$ cat src/rtl/tlc_pkg.sv
// tlc_pkg: shared state codes and active-low lamp encodings for the traffic-light controller.
package tlc_pkg;
    typedef enum logic [2:0] {
        IDLE  = 3'd0,
        A_GRN = 3'd1,
        A_YEL = 3'd2,
        AR1   = 3'd3,
        B_GRN = 3'd4,
        B_YEL = 3'd5,
        AR2   = 3'd6,
        FLASH = 3'd7
    } state_t;

    localparam logic [2:0] LT_RED = 3'b011;
    localparam logic [2:0] LT_YEL = 3'b101;
    localparam logic [2:0] LT_GRN = 3'b110;
    localparam logic [2:0] LT_OFF = 3'b111;

    // {lt1, lt2} steady lamps for a state; FLASH blinking is handled by the controller
    function automatic logic [5:0] lamps_of(input state_t s);
        case (s)
            A_GRN:    return {LT_GRN, LT_RED};
            A_YEL:    return {LT_YEL, LT_RED};
            AR1, AR2: return {LT_RED, LT_RED};
            B_GRN:    return {LT_RED, LT_GRN};
            B_YEL:    return {LT_RED, LT_YEL};
            default:  return {LT_YEL, LT_YEL};
        endcase
    endfunction
endpackage

$ cat src/rtl/tlc_tick_gen.sv
// tlc_tick_gen: one-second prescaler; held at zero while disabled, pulses o_sec_tick on its last count.
module tlc_tick_gen #(
    parameter int CLK_HZ = 100_000_000
) (
    input  logic clk,
    input  logic reset,
    input  logic i_en,
    output logic o_sec_tick
);
    localparam int PW = $clog2(CLK_HZ);
    localparam logic [PW-1:0] LAST = PW'(CLK_HZ - 1);

    logic [PW-1:0] r_cnt;

    always_ff @(posedge clk or negedge reset) begin
        if (!reset)
            r_cnt <= '0;
        else
            r_cnt <= (!i_en || r_cnt == LAST) ? '0 : r_cnt + 1'b1;
    end

    assign o_sec_tick = i_en && (r_cnt == LAST);
endmodule

$ cat src/rtl/tlc_param_ctrl.sv
// tlc_param_ctrl: two-direction traffic-light controller with all-red clearance, pedestrian truncation
// and countdown output; define TLC_NIGHT_FLASH_EN to add the night input and the flashing-yellow mode.
module tlc_param_ctrl
    import tlc_pkg::*;
#(
    parameter int CLK_HZ    = 100_000_000,
    parameter int GREEN_S   = 20,
    parameter int YELLOW_S  = 3,
    parameter int ALLRED_S  = 1,
    parameter int PED_MIN_S = 5,
    parameter int CNT_W     = 8
) (
    input  logic             clk,
    input  logic             reset,
`ifdef TLC_NIGHT_FLASH_EN
    input  logic             night,
`endif
    input  logic             ped_req_a,
    input  logic             ped_req_b,
    output logic [2:0]       lt1,
    output logic [2:0]       lt2,
    output logic [CNT_W-1:0] remain,
    output logic [2:0]       phase,
    output logic             sec_tick
);
    localparam logic [CNT_W-1:0] G_LD  = CNT_W'(GREEN_S - 1);
    localparam logic [CNT_W-1:0] Y_LD  = CNT_W'(YELLOW_S - 1);
    localparam logic [CNT_W-1:0] AR_LD = CNT_W'(ALLRED_S > 0 ? ALLRED_S - 1 : 0);
    localparam logic [CNT_W-1:0] P_LD  = CNT_W'(PED_MIN_S - 1);

    state_t           r_state, w_nxt_state;
    logic [CNT_W-1:0] r_remain, w_nxt_remain;
    logic [2:0]       r_lt1, r_lt2, w_nxt_lt1, w_nxt_lt2;
    logic             w_tick, w_night, w_ped, w_flash_tog;

`ifdef TLC_NIGHT_FLASH_EN
    assign w_night = night;
`else
    assign w_night = 1'b0;
`endif

    // with no clearance time the all-red phases are skipped entirely
    function automatic state_t next_phase(input state_t s);
        case (s)
            A_GRN:   return A_YEL;
            A_YEL:   return (ALLRED_S == 0) ? B_GRN : AR1;
            AR1:     return B_GRN;
            B_GRN:   return B_YEL;
            B_YEL:   return (ALLRED_S == 0) ? A_GRN : AR2;
            default: return A_GRN;
        endcase
    endfunction

    function automatic logic [CNT_W-1:0] load_of(input state_t s);
        case (s)
            A_GRN, B_GRN: return G_LD;
            A_YEL, B_YEL: return Y_LD;
            AR1, AR2:     return AR_LD;
            default:      return '0;
        endcase
    endfunction

    tlc_tick_gen #(.CLK_HZ(CLK_HZ)) u_tick (
        .clk       (clk),
        .reset     (reset),
        .i_en      (r_state != IDLE),
        .o_sec_tick(w_tick)
    );

    assign w_ped = (r_state == A_GRN && ped_req_a) || (r_state == B_GRN && ped_req_b);

    always_comb begin
        w_nxt_state  = r_state;
        w_nxt_remain = r_remain;
        w_flash_tog  = 1'b0;
        if (r_state == IDLE) begin
            w_nxt_state  = A_GRN;
            w_nxt_remain = G_LD;
        end else if (r_state == FLASH) begin
            if (w_tick && w_night)
                w_flash_tog = 1'b1;
            else if (w_tick) begin
                w_nxt_state  = (ALLRED_S == 0) ? A_GRN : AR2;
                w_nxt_remain = (ALLRED_S == 0) ? G_LD : AR_LD;
            end
        end else if (w_tick && w_night) begin
            w_nxt_state  = FLASH;
            w_nxt_remain = '0;
        end else if (w_ped && r_remain > P_LD) begin
            w_nxt_remain = P_LD;
        end else if (w_tick) begin
            w_nxt_state  = (r_remain == '0) ? next_phase(r_state) : r_state;
            w_nxt_remain = (r_remain == '0) ? load_of(next_phase(r_state)) : r_remain - 1'b1;
        end
        {w_nxt_lt1, w_nxt_lt2} = lamps_of(w_nxt_state);
        if (r_state == FLASH && w_nxt_state == FLASH) begin
            w_nxt_lt1 = w_flash_tog ? ((r_lt1 == LT_YEL) ? LT_OFF : LT_YEL) : r_lt1;
            w_nxt_lt2 = w_nxt_lt1;
        end
    end

    always_ff @(posedge clk or negedge reset) begin
        if (!reset) begin
            r_state  <= IDLE;
            r_remain <= '0;
            r_lt1    <= LT_YEL;
            r_lt2    <= LT_YEL;
        end else begin
            r_state  <= w_nxt_state;
            r_remain <= w_nxt_remain;
            r_lt1    <= w_nxt_lt1;
            r_lt2    <= w_nxt_lt2;
        end
    end

    assign lt1      = r_lt1;
    assign lt2      = r_lt2;
    assign remain   = r_remain;
    assign phase    = r_state;
    assign sec_tick = w_tick;
endmodule

$ cat config.mk
export PLATFORM = sky130hd
export DESIGN_NAME = tlc_param_ctrl
export DESIGN_NICKNAME = d
export VERILOG_FILES = /design/src/rtl/tlc_pkg.sv /design/src/rtl/tlc_tick_gen.sv /design/src/rtl/tlc_param_ctrl.sv
export SDC_FILE = /design/constraint.sdc
export NUM_CORES = 1
export LEC_CHECK = 0
export ABC_AREA = 1
export CAP_MARGIN = 10
export CORE_ASPECT_RATIO = 0.5
export CORE_UTILIZATION = 50
export DETAILED_ROUTE_END_ITERATION = 8
export PLACE_DENSITY = 0.79
export SLEW_MARGIN = 20
export SYNTH_ARGS = -nofsm -noshare
export SYNTH_HDL_FRONTEND = slang
export SYNTH_SLANG_ARGS = --single-unit
$ cat constraint.sdc
create_clock -name clk -period 1.6 [get_ports clk]
set_input_delay 0.32 -clock clk [delete_from_list [all_inputs] [get_ports clk]]
set_output_delay 0.32 -clock clk [all_outputs]
set_load 0.01 [all_outputs]
==> metrics <==
run status=finished, violations left; violated checks=design-rule violations, negative setup slack; fill count=150; cells after synthesis=375; prevailing post-synth register cell=dfrtp_1; Synth Area per Inst=7.34 um2; count of cell types in the netlist=35; final instance area=4680 um2; first-pass GRT wire length=17.2 mm; fin. max-slew vios=0; Detail Route Antenna Nets=0; sequential element share of the synthesized area=40.2%; class of the most critical setup path=reg -> reg; Worst VDD drop=1240 uV; post-synth top area share=36.3%; # setup viols final=46; DR WL/cell=25.0 um; # IOs=22; Sw Share=40.9%; CP Data Required Time=1.82 ns; DRC=33; Clk Latency, worst-skew pair=0.32 ns; RSZ-0062 raised after global routing=true; area of the multi-input gates=1960 um2; Pwr Total=4500 uW; share of cells above drive strength 1=48.3%; drt first pass iters=9; total CTS buffers=5; GRT Util Overall=40.2%; register area=1110 um2; Root Buffer=clkbuf_8; CTS H-Tree Depth=2; Int Pwr=2660 uW; Synth area leaders=dfrtp_1 36%, nand2_1 11%, nor2_1 6.5%; fmax=413 MHz; sequential power share=28.3%; vias in the first global route=3464; Max Cap Viol=0; Gate power share=51.3%; Worst Setup Start Kind=flip-flop; Congestion Overflow GR=0; largest net degree at the start of global routing=22; # diodes=0; Initial Util=53.9%; setup_tns=-18.70 ns; final worst slack=-0.820 ns; Final Critical Period=2.42 ns; Pleak=0.00226 uW; worst-margin pin slew=0.588 ns; CTS sink cnt=44; worst path arrival time=2.65 ns; power per cell area=963 nW/um2; Commonest cells post-synth=84 x nand2_1, 48 x nor2_1, 42 x inv_1; Core Region=5110 um2; most frequent cell after synthesis=nand2_1; CTS Buffer Depth=2; GP Congestion=0.941; CTS tree=yes; Post-DP HPWL=5.82 mm; crit-path max FO=6; Synth area leader=dfrtp_1; fin nets=524; Die Ht=54.5 um; clock share of power=20.5%; Hold Violations, Final=0; drt initial violations=953; WL final=14.7 mm; Worst Skew=0.0228 ns; placed cell areas=3680 um2; Mapped Area=2750 um2; Setup crit end kind=flip-flop; Vias/cell=6.79; Cell Rows=18; Rel. slew slack=60.4%; Synth Warn #=0; flip-flop and latch count after synthesis=44; initial antenna violation count=0; ys async rst share=100%; post-synthesis net count=382; CTS clk-pin slew, worst paths=0.10 ns; die area=5830 um2; Worst Hold Class=in -> async; Port Buffers=21; vias after detailed routing=3993; crit share post-route=151%; net switching power figure=1840 uW; Syn-to-layout area delta=69.9%; DIE WIDTH=107 um; Post-synth EDFFs=0
[repair_timing]
| action | in CTS | in global routing |
|---|---|---|
| pin swaps | 27 | 27 |
| gates cloned | 2 | 0 |
| endpoints found under the hold margin | 14 | 0 |
| gates resized for setup | 116 | 58 |
| hold buffers | 1 | 0 |
| endpoints found under the setup margin | 58 | 45 |
| setup buffers | 15 | 15 |
[through the flow]
| stage | util [%] | std cells | worst slack (ns) | hold WS, ns |
|---|---|---|---|---|
| floorplan | - | 375 | -0.0119 | 0.0244 |
| global placement | 72.0 | 548 | -0.319 | 0.269 |
| detailed placement | 72.0 | 548 | -0.413 | 0.277 |
| CTS | 84.6 | 574 | -0.289 | 0.492 |
| global route | 91.5 | 588 | -0.939 | 0.517 |
| finish | 91.5 | 588 | -0.820 | 0.477 |
[path summary, 6_finish.rpt]
path | startpoint | endpoint | slack (ns) | cells past startpoint
max in group asynchronous | reset | lt2[2]$_DFF_PN1_ | 0.54 | 3
worst max register to register | phase[0]$_DFF_PN0_ | lt1[1]$_DFFE_PN0N_ | -0.82 | 12
worst min register to register | lt1[2]$_DFFE_PN1N_ | lt2[2]$_DFF_PN1_ | 0.57 | 2
worst max-delay path | phase[0]$_DFF_PN0_ | lt1[1]$_DFFE_PN0N_ | -0.82 | 12
min in group clk | lt1[2]$_DFFE_PN1N_ | lt2[2]$_DFF_PN1_ | 0.57 | 2
worst min-delay path | reset | u_tick.r_cnt[12]$_DFF_PN0_ | 0.48 | 2
[kinds of logic after synthesis]
kind of cell             Yosys count  synth area share, %
XOR/XNOR                           8                 2.54
AO/OA/AOI/OAI                     36                 7.22
adder cells (fa/ha/maj)            3                 1.36
flip-flops                        44                 40.2
AND/OR/NAND/NOR                  228                 40.1
buffers and inverters             56                 8.63
[per-layer routing]
metal | share of wire [%] | GRT usage (%) | wire [um] | vias up
met1 | 34 | 46.4 | 5060 | 1843
met3 | 15 | 8.57 | 2170 | 186
met2 | 41 | 72.7 | 6080 | 450
li1 | - | - | - | 1514
met4 | 9.4 | 22.8 | 1380 | 0
met5 | 0 | 0 | 0 | -
[cell type report]
type	count	share of cell area, %
Multi-Input combinational cell	277	41.9
Timing Repair Buffer	139	25.6
Inverter	50	4.63
Sequential cell	44	23.6
Clock buffer	7	1.63
Tap cell	70	1.87
Clock inverter	1	0.642
[power groups by stage]
stage	logic (uW)	registers, uW	clock network (uW)
after global placement	1210	1270	0
after CTS	1630	1250	868
final	2310	1270	921
after global routing	2420	1270	962
after floorplan	630	1330	0
after detailed placement	1250	1270	0
[cells in the final DEF (no fill, tap or decap), types with 10 or more instances in the layout]
| master | instances |
|---|---|
| buf_4 | 97 |
| nand2_1 | 65 |
| dfrtp_1 | 40 |
| nor2_1 | 35 |
| inv_1 | 32 |
| nand2_2 | 19 |
| nand3_1 | 19 |
| inv_2 | 14 |
| buf_6 | 14 |
| dlygate4sd2_1 | 13 |
| nor2_2 | 12 |
| nor2_4 | 10 |
| nor3_2 | 10 |
[worst max-delay path, stage by stage, from the launching register on]
cell     delay (ns)
dfrtp_1        0.36
buf_4          0.13
inv_1          0.10
buf_4          0.18
nor3_2         0.50
inv_2          0.24
nand2_1        0.14
nand2_1        0.13
inv_1          0.14
nor2_4         0.05
nand2_2        0.08
nand2_1        0.07
nand2_1        0.19
[state kept, by name, indices dropped and copies added, names as in the netlist]
| register | flops |
|---|---|
| lt2 | 3 |
| remain | 8 |
| u_tick.r_cnt | 27 |
| lt1 | 3 |
| phase | 3 |
Power figures use the tool's default switching activity.
